===== config.mk =====
export PLATFORM = sky130hd
export DESIGN_NAME = instr_fetch_unit
export DESIGN_NICKNAME = d
export VERILOG_FILES = /design/src/rtl/instr_fetch_unit.sv
export SDC_FILE = /design/constraint.sdc
export NUM_CORES = 1
export LEC_CHECK = 0
export CORE_UTILIZATION = 52
export CTS_BUF_LIST = sky130_fd_sc_hd__clkbuf_8
export DETAILED_ROUTE_END_ITERATION = 7
export GPL_TIMING_DRIVEN = 0
export PLACE_DENSITY_LB_ADDON = 0.08
export SLEW_MARGIN = 10
export SYNTH_ARGS = -nofsm -noshare
export SYNTH_HDL_FRONTEND = slang
export SYNTH_SLANG_ARGS = --single-unit

===== constraint.sdc =====
create_clock -name clk -period 8.2 [get_ports clk]
set_input_delay 1.64 -clock clk [delete_from_list [all_inputs] [get_ports clk]]
set_output_delay 1.64 -clock clk [all_outputs]
set_load 0.005 [all_outputs]

===== src/rtl/instr_fetch_unit.sv =====
// Instruction fetch: owns the PC, issues one-cycle word reads to imem, holds the fetched word for decode.
// Latency: request in cycle t, rvalid accepted from t+1, instr_valid from t+2; 3 cycles/instr at best.
// Backpressure: the word is held in VALID until advance=1; a memory timeout or misaligned target locks in ERR.
module instr_fetch_unit #(
  parameter logic [31:0] RESET_PC = 32'h0000_0000,
  parameter int          TIMEOUT  = 16
) (
  input  logic        clk,
  input  logic        rst_n,
  output logic        imem_req,
  output logic [31:0] imem_addr,
  input  logic        imem_rvalid,
  input  logic [31:0] imem_rdata,
  output logic [31:0] instr,
  output logic        instr_valid,
  output logic [31:0] pc,
  output logic [31:0] pc_plus4,
  input  logic        advance,
  input  logic        branch_taken,
  input  logic        jump,
  input  logic        jr_sel,
  input  logic [31:0] rs_value,
  output logic        fetch_err
);

  typedef enum logic [2:0] {
    S_IDLE  = 3'd0,
    S_REQ   = 3'd1,
    S_WAIT  = 3'd2,
    S_VALID = 3'd3,
    S_ERR   = 3'd4
  } state_t;

  // Last counter value allowed in WAIT; reaching it without rvalid is a fault.
  localparam logic [7:0] LP_CNT_LAST = 8'(TIMEOUT - 1);

  state_t      r_state;
  state_t      w_state_nxt;
  logic [31:0] r_pc;
  logic [31:0] r_instr;
  logic [7:0]  r_cnt;
  logic [31:0] w_next_pc;
  logic [31:0] w_br_off;
  logic [31:0] w_jmp_tgt;

  assign pc        = r_pc;
  assign instr     = r_instr;
  assign imem_addr = r_pc;
  assign pc_plus4  = r_pc + 32'd4;

  assign w_br_off  = {{14{r_instr[15]}}, r_instr[15:0], 2'b00};
  assign w_jmp_tgt = {pc_plus4[31:28], r_instr[25:0], 2'b00};

  // Next-PC select: JR beats J/JAL beats taken branch beats sequential.
  always_comb begin
    w_next_pc = pc_plus4;
    if (jr_sel) begin
      w_next_pc = rs_value;
    end else if (jump) begin
      w_next_pc = w_jmp_tgt;
    end else if (branch_taken) begin
      w_next_pc = pc_plus4 + w_br_off;
    end
  end

  // FSM state register.
  always_ff @(posedge clk or negedge rst_n) begin
    if (!rst_n) begin
      r_state <= S_IDLE;
    end else begin
      r_state <= w_state_nxt;
    end
  end

  // FSM next-state and status outputs.
  always_comb begin
    w_state_nxt = r_state;
    imem_req    = 1'b0;
    instr_valid = 1'b0;
    fetch_err   = 1'b0;
    case (r_state)
      S_IDLE: begin
        w_state_nxt = S_REQ;
      end
      S_REQ: begin
        imem_req    = 1'b1;
        w_state_nxt = S_WAIT;
      end
      S_WAIT: begin
        if (imem_rvalid) begin
          w_state_nxt = S_VALID;
        end else if (r_cnt == LP_CNT_LAST) begin
          w_state_nxt = S_ERR;
        end
      end
      S_VALID: begin
        instr_valid = 1'b1;
        if (advance) begin
          w_state_nxt = (w_next_pc[1:0] != 2'b00) ? S_ERR : S_REQ;
        end
      end
      S_ERR: begin
        fetch_err = 1'b1;
      end
      default: begin
        w_state_nxt = S_IDLE;
      end
    endcase
  end

  // Wait-cycle counter: cleared on each request, counts unanswered WAIT cycles.
  always_ff @(posedge clk or negedge rst_n) begin
    if (!rst_n) begin
      r_cnt <= 8'd0;
    end else if (r_state == S_REQ) begin
      r_cnt <= 8'd0;
    end else if (r_state == S_WAIT && !imem_rvalid && r_cnt != LP_CNT_LAST) begin
      r_cnt <= r_cnt + 8'd1;
    end
  end

  // PC moves only when decode consumes the held word; a faulting target stays visible.
  always_ff @(posedge clk or negedge rst_n) begin
    if (!rst_n) begin
      r_pc <= RESET_PC;
    end else if (r_state == S_VALID && advance) begin
      r_pc <= w_next_pc;
    end
  end

  // Capture the instruction word only while a response is awaited.
  always_ff @(posedge clk or negedge rst_n) begin
    if (!rst_n) begin
      r_instr <= 32'd0;
    end else if (r_state == S_WAIT && imem_rvalid) begin
      r_instr <= imem_rdata;
    end
  end

endmodule


; ---- Yosys cells after proc, flatten, opt, wreduce, memory -nomap -nowiden
; Cells that the tools add are included.
[totals]
register_bits = 75
out_inout_bits = 131
word_cells = 38
[op_classes]
addsub = 3
n_eq_ne = 8
muxes = 13
bitwise = 1
n_reduce_logical = 9
[ops]
columns = op, count
row1 = $mux 32, 3
row2 = $add 32x3->32 const B, 1
row3 = $add 32x32->32, 1
row4 = $mux 8, 2
row5 = $pmux 3 s5, 1
row6 = $mux 3, 4
row7 = $add 8x1->8 const B, 1
row8 = $eq 8x4->1 const B, 1
row9 = $ne 8x4->1 const B, 1
row10 = $eq 3x2->1 const B, 2
row11 = $logic_and 1x1->1, 4
row12 = $reduce_bool 2->1, 2
row13 = $eq 3x1->1 const B, 1
row14 = $eq 3x3->1 const B, 1
row15 = $logic_not 3->1, 1
row16 = $mux 1, 3
row17 = $ne 3x3->1 const B, 1
row18 = $reduce_and 3->1, 1
row19 = $ne 2x2->1 const B, 1
row20 = $logic_not 1->1, 1
row21 = $not 1->1, 1

; ---- Logic depth before layout (Yosys ltp)
[logic_depth]
depth_word = 9
mapped_depth = 17

; ---- Least setup slack after synthesis
; No wires, ideal clock.
[synth_path]
kind = register to output
start = reg r_pc[10] (netlist: imem_addr[10])
end = out pc_plus4[28]
arrival_ps = 1817
required_time_ps = 6560
slack_ps = 4743
path_stages_with_launch = 8
n_path_buf = 0
path_cell_list = dfrtp_1 > nand4_1 > or2_1 > nor3_2 > nand4_1 > nor2_1 > nand3_1 > xnor2_1
[synth_via]
elab_chain_cells = 1
[synth_lines]
columns = element, line_no
row1 = "start, declared", 39  ; logic [31:0] r_pc;
row2 = "start signal, assigned", 127  ; r_pc <= w_next_pc;
row3 = $add 32x3->32, 49  ; assign pc_plus4 = r_pc + 32'd4;
row4 = "end, declared", 17  ; output logic [31:0] pc_plus4,
; No other way between the ends.

; ---- Worst setup path in the final report
[layout_path]
start = reg r_pc[2] (netlist: imem_addr[2])
end = out pc_plus4[28]
; The elaborated chain is that of the path after synthesis.

==> impl_metrics.json <==
{
  "status": "completed",
  "ant_nets": 0,
  "leakage_nw": 3.68,
  "synth_top_cell_area_share_pct": 30.5,
  "clock-skew-final_ps": 12.6,
  "r2r_cells": 16,
  "relSlewSlack_pct": 28.1,
  "wire_per_inst_um": 20.6,
  "hold_end": "instr[27]$_DFFE_PN0P_",
  "nets": 1029,
  "async_flop_share_pct": 100,
  "place.gp.congestion": 0.966,
  "hold_class": "flop to flop",
  "h-tree-depth": 3,
  "wl_met1_um": 8510,
  "syn-num-nets": 818,
  "critical_path.slowest_cell": "clkdlybuf4s50_1",
  "synth_area_leaders": "dfrtp_1 (30%), ha_1 (7.5%), mux2_2 (5.9%)",
  "synth_top_cell_by_area": "dfrtp_1",
  "placed_cells": 1052,
  "p_switching_mw": 1.64,
  "core.rowCount": 39,
  "rr_endpoint": "imem_addr[31]$_DFFE_PN0P_",
  "cts_setup_buffers": 0,
  "p_sw_share_pct": 44.3,
  "drv_slew": 0,
  "drt_iter0_markers": 594,
  "highest_layer": "met4",
  "ys_types": 68,
  "cp.arrival_ps": 3440,
  "worstMarginPinSlew_ps": 1080,
  "reg2reg_slack_ps": 3750,
  "internal_power_mw": 2.05,
  "synth_edf_count": 0,
  "rsz0062_at_grt": "no",
  "final_common_cell": "clkdlybuf4s50_1",
  "grt_usage_pct": 35.8,
  "clkSlewWorstSetupHoldPaths_ps": 80,
  "grt_overflow_total": 0,
  "synth_ff_type": "dfrtp_1",
  "numPortBuffers": 199,
  "cts_resized": 0,
  "initial_core_util_pct": 53.7,
  "combPwrFrac_pct": 69.7,
  "startpoint_type": "flop",
  "power_mw": 3.69,
  "worst_ep_required_time_ps": 6560,
  "mostFrequentLayoutCells": "clkdlybuf4s50_1 (198), dfrtp_1 (75), nor2_1 (69)",
  "critPathKind": "flop to output port",
  "synthCells": 709,
  "power_density_nw_per_um2": 431,
  "syn_area_um2": 6160,
  "core-area_um2": 11500,
  "setup_viol": 0,
  "r2r-start": "imem_addr[2]$_DFFE_PN0P_",
  "drive_gt1_share_pct": 11.7,
  "fin_setup_tns_ps": 0,
  "fin_util_pct": 74.7,
  "antenna_found_initial": 0,
  "ys_ff_latch": 75,
  "insertion_delay_ps": 380,
  "die_w_um": 111,
  "max_freq_mhz": 197,
  "stdcell_count": 1067,
  "grt_pass1_wl_um": 34200,
  "worstHoldStart": "instr[27]$_DFFE_PN0P_",
  "wl_met3_um": 2310,
  "hold_buffers": 0,
  "vdd_drop_max_uv": 261,
  "syn_area_per_cell_um2": 8.68,
  "clock_power_share_pct": 8.9,
  "critPathMaxFanout": 7,
  "clockBufferDepth": 2,
  "hpwl_um": 16700,
  "cp_cell_sequence": "ha_1 -> nand4_1 -> nor3_2 -> nand4_1 -> nor2_1 -> nand3_1 -> xnor2_1 -> clkdlybuf4s50_1",
  "grt_pass1_vias": 6527,
  "routed_wl_um": 22000,
  "seqPwrFrac_pct": 21.4,
  "synth_warnings": 0,
  "antenna_cells": 0,
  "hold_viol": 0,
  "io_pins": 202,
  "syn_to_final_growth_pct": 39.1,
  "dieArea_um2": 12300,
  "cp_common_cell": "nand4_1",
  "die_h_um": 111,
  "fill_cells": 881,
  "vias": 6532,
  "tritoncts": "built",
  "timing.final.crit_share_pct": 62.0,
  "drc_errors": 0,
  "setup.worst_path.end_class": "output port",
  "cts_root_buf": "clkbuf_8",
  "dr_wl_met2_um": 10300,
  "cts_sinks": 75,
  "cts_buffers": 9,
  "vias_per_cell": 6.12,
  "cap_violations": 0,
  "layout_min_cycle_time_ps": 5080,
  "grt_max_degree": 46,
  "drt_first_pass_iters": 5,
  "synth-seq-area-share_pct": 30.5,
  "holdWs_ps": 512,
  "crit_path_max_incr_delay_ps": 570,
  "hold_depth": 1
}
==> worst max-delay path, delay by kind of cell, from the launching register on <==
family / cells / cell delay [ps]
buffers and inverters: 1 / 570
xor gates and xnor gates: 1 / 310
and+or+nand+nor: 5 / 1450
adders and majority gates: 1 / 270
DFF: 1 / 480
==> through the flow <==
stage,cell area [um^2],setup slack (ps)
global placement,8330,2800
detailed placement,8350,3600
global route,8570,2950
finish,8570,3120
CTS,8570,3160
floorplan,6160,4740
==> logic make-up after synthesis <==
kind of cell / count (synthesis) / synth area share (%)
multiplexers: 44 / 7.82
XOR/XNOR: 60 / 8.53
flip-flops: 75 / 30.5
buffers and inverters: 79 / 8.05
adder cells (fa/ha/maj): 38 / 7.84
AND/OR/NAND/NOR: 223 / 17.4
AO/OA/AOI/OAI: 190 / 19.9
==> worst max-delay path by stage <==
| stage | from | cells after the start | slack, ps | endpoint |
|---|---|---|---|---|
| after detailed placement | imem_addr[2]$_DFFE_PN0P_ | 8 | 3600 | pc_plus4[28] |
| final | imem_addr[2]$_DFFE_PN0P_ | 8 | 3120 | pc_plus4[28] |
| after floorplan | imem_addr[10]$_DFFE_PN0P_ | 7 | 4740 | pc_plus4[28] |
| after global placement | rst_n | 1 | 2800 | imem_addr[25]$_DFFE_PN0P_ |
| after CTS | imem_addr[2]$_DFFE_PN0P_ | 8 | 3160 | pc_plus4[28] |
| after global routing | imem_addr[4]$_DFFE_PN0P_ | 7 | 2950 | pc_plus4[31] |
==> layer usage <==
metal / track usage, % / up-vias
met2: 58.1 / 377
li1: - / 2968
met4: 18.0 / 0
met3: 7.87 / 65
met5: 0 / -
met1: 44.7 / 3122
==> sequential cells by signal, summed over array words and instances (netlist names) <==
signal / count
r_state: 3
imem_addr: 32
r_cnt: 8
instr: 32
==> Yosys cell counts, types with 4 or more instances <==
library cell and n:
xnor2_1 28, nor2_1 69, nand2_1 55, o21ai_0 37, a31oi_1 7, ha_1 37
mux2_2 32, o221ai_1 6, a211o_1 4, dfrtp_1 75, buf_4 34, a211oi_1 14
o211ai_1 4, and3_1 12, nand3_1 27, o21ai_1 9, mux2i_1 11, and2_1 4
inv_1 13, xor2_1 32, a21o_1 16, nand4_1 11, nor3_1 9, nor2b_1 5
clkbuf_1 22, a21oi_1 54, nand2b_1 6, clkbuf_8 7
==> power groups by stage <==
stage | Clock (mW) | Sequential, mW | Combinational [mW]
after floorplan | 0 | 0.726 | 1.52
after global placement | 0 | 0.777 | 2.45
after detailed placement | 0 | 0.789 | 2.50
after CTS | 0.331 | 0.784 | 2.53
after global routing | 0.343 | 0.814 | 2.76
final | 0.329 | 0.791 | 2.57
==> cell type report <==
class | instances | area (um^2) | area share, %
Buffer | 64 | 439 | 5.13
Clock buffer | 9 | 124 | 1.45
Clock inverter | 6 | 90.1 | 1.05
Inverter | 15 | 56.3 | 0.657
Multi-Input combinational cell | 555 | 3780 | 44.2
Sequential cell | 75 | 1880 | 21.9
Tap cell | 143 | 179 | 2.09
Timing Repair Buffer | 200 | 2020 | 23.5
Note: power is estimated with default switching activity, not from simulation.
